==> src/rtl/mem_arbiter.sv <==
// mem_arbiter: shares one single-port, variable-latency memory between the
// instruction-fetch port and the data port. Requests are serialised, data
// wins ties, and a streak counter forces an IF grant after MAX_D_STREAK
// consecutive data grants made while a fetch was waiting.
package mem_arbiter_pkg;
    typedef enum logic [2:0] {
        MEM_LB  = 3'd0,
        MEM_LH  = 3'd1,
        MEM_LW  = 3'd2,
        MEM_LBU = 3'd4,
        MEM_LHU = 3'd5
    } mem_op_t;

    typedef enum logic [1:0] {
        ST_IDLE = 2'd0,
        ST_REQ  = 2'd1,
        ST_WAIT = 2'd2,
        ST_RESP = 2'd3
    } arb_state_t;
endpackage

// Handshakes:
//  - Requester side: a requester raises *_req with its fields stable and
//    keeps them until the matching *_valid pulse (exactly one cycle). During
//    that pulse cycle requests are ignored, so the requester may drop the
//    request or present a new one at once.
//  - Memory side: m_req and its fields stay stable until the cycle in which
//    m_gnt=1 (transfer happens on that edge). m_rvalid arrives at least one
//    cycle later and is only accepted while waiting for it; m_gnt/m_rvalid
//    seen in any other state are ignored.
module mem_arbiter
    import mem_arbiter_pkg::*;
#(
    parameter int ADDR_W       = 32,
    parameter int DATA_W       = 32,
    parameter int MAX_D_STREAK = 4
) (
    input  logic              clk,
    input  logic              resetn,
    input  logic              if_req,
    input  logic [ADDR_W-1:0] if_addr,
    output logic [DATA_W-1:0] if_rdata,
    output logic              if_valid,
    input  logic              d_req,
    input  logic              d_wr_en,
    input  mem_op_t           d_op,
    input  logic [ADDR_W-1:0] d_addr,
    input  logic [DATA_W-1:0] d_wdata,
    output logic [DATA_W-1:0] d_rdata,
    output logic              d_valid,
    output logic              stall,
    output logic              m_req,
    output logic              m_wr_en,
    output mem_op_t           m_op,
    output logic [ADDR_W-1:0] m_addr,
    output logic [DATA_W-1:0] m_wdata,
    input  logic              m_gnt,
    input  logic              m_rvalid,
    input  logic [DATA_W-1:0] m_rdata,
    output arb_state_t        dbg_state,
    output logic [3:0]        dbg_d_streak
);

    localparam logic [3:0] MAX_STREAK = 4'(MAX_D_STREAK);

    arb_state_t state;
    logic       owner_d;   // 1 = data port owns the current transaction
    logic [3:0] d_streak;  // data grants made while a fetch was pending

    // Data wins unless a waiting fetch has already been passed over MAX times.
    logic grant_d;
    logic grant_if;
    assign grant_d  = d_req && (!if_req || (d_streak != MAX_STREAK));
    assign grant_if = if_req && !grant_d;

    // Pipeline stall while either requester is still waiting for its response.
    assign stall = (if_req & ~if_valid) | (d_req & ~d_valid);

    assign dbg_state    = state;
    assign dbg_d_streak = d_streak;

    // Arbitration FSM: owns all memory-side and response registers.
    always_ff @(posedge clk or negedge resetn) begin
        if (!resetn) begin
            state    <= ST_IDLE;
            owner_d  <= 1'b0;
            d_streak <= 4'd0;
            m_req    <= 1'b0;
            m_wr_en  <= 1'b0;
            m_op     <= MEM_LB;
            m_addr   <= '0;
            m_wdata  <= '0;
            if_valid <= 1'b0;
            d_valid  <= 1'b0;
            if_rdata <= '0;
            d_rdata  <= '0;
        end else begin
            case (state)
                ST_IDLE: begin
                    if (grant_d) begin
                        owner_d <= 1'b1;
                        m_req   <= 1'b1;
                        m_wr_en <= d_wr_en;
                        m_op    <= d_op;
                        m_addr  <= d_addr;
                        m_wdata <= d_wdata;
                        state   <= ST_REQ;
                        if (if_req) begin
                            if (d_streak != 4'd15) begin
                                d_streak <= d_streak + 4'd1;
                            end
                        end else begin
                            d_streak <= 4'd0;
                        end
                    end else if (grant_if) begin
                        owner_d  <= 1'b0;
                        m_req    <= 1'b1;
                        m_wr_en  <= 1'b0;
                        m_op     <= MEM_LW;
                        m_addr   <= if_addr;
                        m_wdata  <= '0;
                        d_streak <= 4'd0;
                        state    <= ST_REQ;
                    end else begin
                        d_streak <= 4'd0;
                    end
                end
                ST_REQ: begin
                    if (m_gnt) begin
                        m_req <= 1'b0;
                        state <= ST_WAIT;
                    end
                end
                ST_WAIT: begin
                    if (m_rvalid) begin
                        if (owner_d) begin
                            d_rdata <= m_rdata;
                            d_valid <= 1'b1;
                        end else begin
                            if_rdata <= m_rdata;
                            if_valid <= 1'b1;
                        end
                        state <= ST_RESP;
                    end
                end
                ST_RESP: begin
                    if_valid <= 1'b0;
                    d_valid  <= 1'b0;
                    state    <= ST_IDLE;
                end
                default: state <= ST_IDLE;
            endcase
        end
    end

endmodule

==> config.mk <==
export PLATFORM = sky130hd
export DESIGN_NAME = mem_arbiter
export DESIGN_NICKNAME = d
export VERILOG_FILES = /design/src/rtl/mem_arbiter.sv
export SDC_FILE = /design/constraint.sdc
export NUM_CORES = 1
export LEC_CHECK = 0
export ABC_CLOCK_PERIOD_IN_PS = 2370
export BUFFER_PORTS_ARGS = -buffer_cell sky130_fd_sc_hd__buf_2
export CORE_ASPECT_RATIO = 0.6
export CORE_MARGIN = 2
export CORE_UTILIZATION = 45
export CTS_CLUSTER_DIAMETER = 120
export DETAILED_ROUTE_END_ITERATION = 8
export PLACE_DENSITY = 0.78
export SLEW_MARGIN = 20
export SYNTH_ARGS = -nofsm -noshare
export SYNTH_HDL_FRONTEND = slang
export SYNTH_SLANG_ARGS = --single-unit
==> constraint.sdc <==
create_clock -name clk -period 2.37 [get_ports clk]
set_clock_uncertainty 0.1 [all_clocks]
set_input_delay 0.474 -clock clk [delete_from_list [all_inputs] [get_ports clk]]
set_output_delay 0.474 -clock clk [all_outputs]
set_load 0.05 [all_outputs]
# Word level (Yosys, flattened, before mapping)

Index checks and enable logic that the tools add are counted.

Add/subtract/negate cells: 1
Multiply operators: 0
Div/mod/pow operators: 0
Order comparisons: 0
Eq/ne operators: 11
Shift-type cells: 0
Muxes and demuxes: 27
Bitwise gates (word level): 6
Reductions and logical operators: 17

Operators by type and width:

| operator                                              | number |
|---|---|
| 2-to-1 mux 32 bit                                     | 4 |
| AND reduction 3 bit                                   | 6 |
| 2-to-1 mux 4 bit                                      | 3 |
| 2-to-1 mux 1 bit                                      | 10 |
| 2-to-1 mux 2 bit                                      | 4 |
| inequality test 2 bit, second input constant          | 4 |
| case mux 2 bit (4 select lines)                       | 1 |
| 2-to-1 mux 3 bit                                      | 2 |
| case mux 1 bit (2 select lines)                       | 3 |
| nonzero test 2 bit                                    | 3 |
| adder 4 x 1 -> 4 bit, second input constant           | 1 |
| equality test 2 bit, second input constant            | 2 |
| inequality test 4 x 3 -> 1 bit, second input constant | 1 |
| inequality test 4 bit, second input constant          | 1 |
| AND reduction 2 bit                                   | 2 |
| inequality test 3 x 2 -> 1 bit, second input constant | 1 |
| inequality test 3 bit, second input constant          | 1 |
| inverter 1 bit                                        | 3 |
| bitwise AND 1 bit                                     | 2 |
| equality test 2 x 1 -> 1 bit, second input constant   | 1 |
| logical AND 1 bit                                     | 2 |
| logical NOT 1 bit                                     | 2 |
| logical NOT 2 bit                                     | 1 |
| logical OR 1 bit                                      | 1 |
| bitwise OR 1 bit                                      | 1 |

Register bits after elaboration: 142
Bits in latches: 0
Memory bits (writable): 0
ROM bits: 0
Input bits: 138
Output and inout port bits: 142
Word-level logic and storage cells: 74
Memories: 0

# Depth between registers and ports, before layout

Depth in word-level cells: 8
Depth in mapped cells: 7
Gate-level depth less buffers: 5

# Least setup slack after synthesis

Ideal clock, no wire load.

Kind: register to register
Start point: register state[0] (netlist: dbg_state[0])
End point: register d_rdata[10]
Setup time: 125 ps
Arrival: 1,825 ps
Data required time: 2,145 ps
Setup slack: 321 ps
Stages on the path, launching flop included: 6
Path buffers: 1
Period minus slack after synthesis: 2,049 ps
Path through: dfrtp_1 inv_1 ha_1 nand3_1 buf_2 mux2_2

Word-level cells in the longest chain between the ends: 2

Ends and longest elaborated chain:

| what                          | RTL line | source |
|---|---|---|
| start, declared               | 66       | `arb_state_t state;` |
| start signal, assigned        | 85       | `state <= ST_IDLE;` |
| start signal, assigned        | 107      | `state <= ST_REQ;` |
| start signal, assigned        | 123      | `state <= ST_REQ;` |
| equality test 2 bit           | 98       | `case (state)` |
| AND reduction 3 bit (no line) | -        |  |
| end signal, assigned          | 137      | `d_rdata <= m_rdata;` |
| end, declared                 | 49       | `output logic [DATA_W-1:0] d_rdata,` |

No other way between the ends.
A chain may end at the register's enable or synchronous reset.

# Worst setup path in the final report

Start point: register d_streak[0] (netlist: dbg_d_streak[0])
End point: register m_op[2]

Word-level cells in the longest chain between the ends: 7
Elaborated cells between the ends (all ways): 8
Classes of those cells: eq/ne (1); mux (1); reduce/logical (6)

Ends and longest elaborated chain:

| what                             | RTL line | source |
|---|---|---|
| start, declared                  | 68       | `logic [3:0] d_streak;` |
| start signal, assigned           | 110      | `d_streak <= d_streak + 4'd1;` |
| inequality test 4 x 3 -> 1 bit * | 73       | `assign grant_d = d_req && (!if_req \|\| (d_streak != MAX_STREAK));` |
| logical OR 1 bit *               | 73       |  |
| logical AND 1 bit *              | 73       |  |
| logical NOT 1 bit                | 74       | `assign grant_if = if_req && !grant_d;` |
| logical AND 1 bit                | 74       |  |
| nonzero test 2 bit (no line)     | -        |  |
| AND reduction 2 bit (no line)    | -        |  |
| end signal, assigned             | 104      | `m_op <= d_op;` |
| end, declared                    | 54       | `output mem_op_t m_op,` |

Every way passes the cells marked *; elsewhere a longest branch is shown, timed or not.

==> flow_metrics.tcl <==
set metrics [dict create \
    status "completed" \
    netlist-cell-type-count 36 \
    ant_nets 0 \
    wl_met2_mm 7.792 \
    grt.overflow.total 0 \
    grt_pass1_vias 4931 \
    synth_area_per_cell_sq_um 12.75 \
    die_h_um 92.63 \
    drc 0 \
    portBuffers 279 \
    r2r_slack_ns 0.28 \
    maxCapViolations 0 \
    path_class "reg2reg" \
    clk_pin_slew_worst_paths_ns 0.06 \
    dr_wl_met3_mm 1.463 \
    crit_buf_inv 2 \
    dpl_cell_area_sq_mm 0.007452 \
    first_pass_iters 5 \
    drive_gt1_share_pct 52.46 \
    insertion_delay_ns 0.40 \
    synth_area_sq_mm 0.005891 \
    finalSetupTns_ns 0 \
    cts.path.max_buffers 2 \
    n_antenna_cell 0 \
    slew-limit-headroom_pct 58.77 \
    yosysTopAreaCellShare_pct 60.32 \
    placementRows 32 \
    synth_async_sr_flop_share_pct 100.0 \
    worstMarginPinSlew_ns 0.6184 \
    cts-buffers-inserted 17 \
    hp-class "in2reg" \
    multi_input_area_sq_mm 0.002105 \
    cp.arrival_ns 2.33 \
    yosysTopAreaCell "dfrtp_1" \
    regArea_sq_mm 0.003553 \
    seq_area_frac_synth_pct 60.32 \
    track_usage_pct 22.85 \
    gp_congestion 0.8890 \
    dieArea_sq_mm 0.01405 \
    wl_met1_mm 6.679 \
    syn-num-nets 606 \
    cts_tree "done" \
    finalCritPeriodShare_pct 88.18 \
    grt_max_degree 61 \
    hold_violations 0 \
    cts_resized 0 \
    critPathMaxStageDelay_ns 0.50 \
    grt_first_pass_wirelength_mm 24.67 \
    dp_hpwl_mm 11.86 \
    cp_cell_sequence "inv_1 > ha_1 > nand4b_4 > buf_4 > and3_4 > a22o_1" \
    synth_edf_count 0 \
    nNetsFinal 883 \
    fillers 1003 \
    start_util_pct 45.98 \
    highest_layer "met4" \
    synth_seq_cells 142 \
    ioPinCount 280 \
    vias_per_cell 5.314 \
    cp-end-kind "flop" \
    finalSetupViolations 0 \
    h-tree-depth 4 \
    wl_per_cell_um 17.62 \
    wirelength_mm 16.23 \
    critical-path-top-delay-family "simple AND/OR/NAND/NOR gates" \
    fmax_mhz 478.5 \
    die_w_um 151.7 \
    finalWorstPathRequiredPeriod_ns 2.090 \
    ys_warn_count 0 \
    crit_fanout 35 \
    core_sq_mm 0.01281 \
    antenna_found_initial 0 \
    design_area_sq_mm 0.008083 \
    synthCells 462 \
    maxSlewViolCount 0 \
    synth_ff_type "dfrtp_1" \
    cp-start-kind "flop" \
    critical_path_required_ns 2.61 \
    clockRootBuffer "clkbuf_16" \
    synthToLayoutAreaGrowth_pct 37.21 \
    slowest_stage "and3_4" \
    vias 4894 \
    cts_num_sinks 142 \
    synth.area.top_cells "dfrtp_1 60%, mux2_2 12%, a22o_1 5.4%" \
    rsz0062_at_grt "no" \
    drt-initial-drc-count 276 \
]
[stage by stage]
step / cells / hold slack, ns / setup slack, ns / util [%]
detailed placement: 889 / 0.2744 / 0.1126 / 58.16
CTS: 921 / 0.1766 / 0.1021 / 63.08
global route: 921 / 0.1734 / 0.1636 / 63.09
global placement: 889 / 0.2642 / 0.2601 / 58.16
finish: 921 / 0.1878 / 0.2802 / 63.09
floorplan: 462 / 0.07841 / 0.3206 / -
[metal layers]
metal	vias to the layer above	GRT usage, %
met5	-	0
met4	0	7.176
met3	27	7.931
met2	219	37.24
met1	2406	28.75
li1	2242	-
[worst paths after layout]
check,start,endpoint,cells past startpoint
setup reg to reg,dbg_d_streak[0]$_DFFE_PN0P_,m_op[2]$_DFFE_PN0P_,6
max in group asynchronous,resetn,m_wr_en$_DFFE_PN0P_,3
hold / removal,d_wdata[30],m_wdata[30]$_DFFE_PN0P_,2
setup / recovery,dbg_d_streak[0]$_DFFE_PN0P_,m_op[2]$_DFFE_PN0P_,6
min in group asynchronous,resetn,d_rdata[15]$_DFFE_PN0P_,2
hold reg to reg,m_wdata[6]$_DFFE_PN0P_,m_wdata[6]$_DFFE_PN0P_,1
[cells by family (layout without fill, tap and decap cells)]
logic type / Yosys count / count (layout) / synth area share (%)
muxes: 68 / 68 / 12.94
and+or+nand+nor: 122 / 122 / 10.47
DFF: 142 / 142 / 60.32
buffers and inverters: 44 / 333 / 4.099
AOI/OAI and AO/OA: 80 / 80 / 10.90
adders and majority gates: 6 / 6 / 1.274
[cell usage in the layout, fill, tap and decap left out, types with 4 or more instances in the layout]
cell / instances
buf_2: 278
dfrtp_1: 142
nand2_1: 68
mux2_2: 65
a22o_1: 36
nand4_1: 35
o211ai_1: 32
clkbuf_16: 17
buf_4: 13
inv_1: 6
ha_1: 6
nand3_1: 4
clkinvlp_4: 4
bufinv_16: 4
[worst register-to-register path, cell delays in order (launching register included)]
cell and delay [ns]:
dfrtp_1 0.40, inv_1 0.09, ha_1 0.24, nand4b_4 0.10, buf_4 0.34, and3_4 0.50
a22o_1 0.24
[synthesized netlist by cell type, drive strengths merged (2+ instances only)]
cell type and number:
nand3b 3, nand3 4, a22o 36, nor2b 2, dfrtp 142, nand2 68
o211ai 32, o21ai 2, buf 24, nand4 35, mux2 65, mux2i 3
clkbuf 14, inv 6, a21oi 3, ha 6, nand2b 2
[final cells by class]
class,instances,share of cell area (%)
timing repair buffer,296,19.43
multi-input combinational,276,26.04
clock inverter,13,2.353
inverter,6,0.2786
sequential,142,43.96
tap,170,2.632
clock buffer,18,5.310
[sequential cells by signal, indices dropped and copies added, names as in the netlist]
register and flops:
if_valid 1, if_rdata 32, m_op 3, dbg_d_streak 4
m_wdata 32, owner_d 1, d_rdata 32, d_valid 1
dbg_state 2, m_addr 32, m_wr_en 1, m_req 1
[timing repair]
action,in CTS,in global routing
hold buffers,1,0
endpoints found under the hold margin,29,0
buffers inserted,0,0
Power is left out: the tool's default activity adds up to more than one toggle a clock period on the data nets, which glitch-free logic cannot reach.
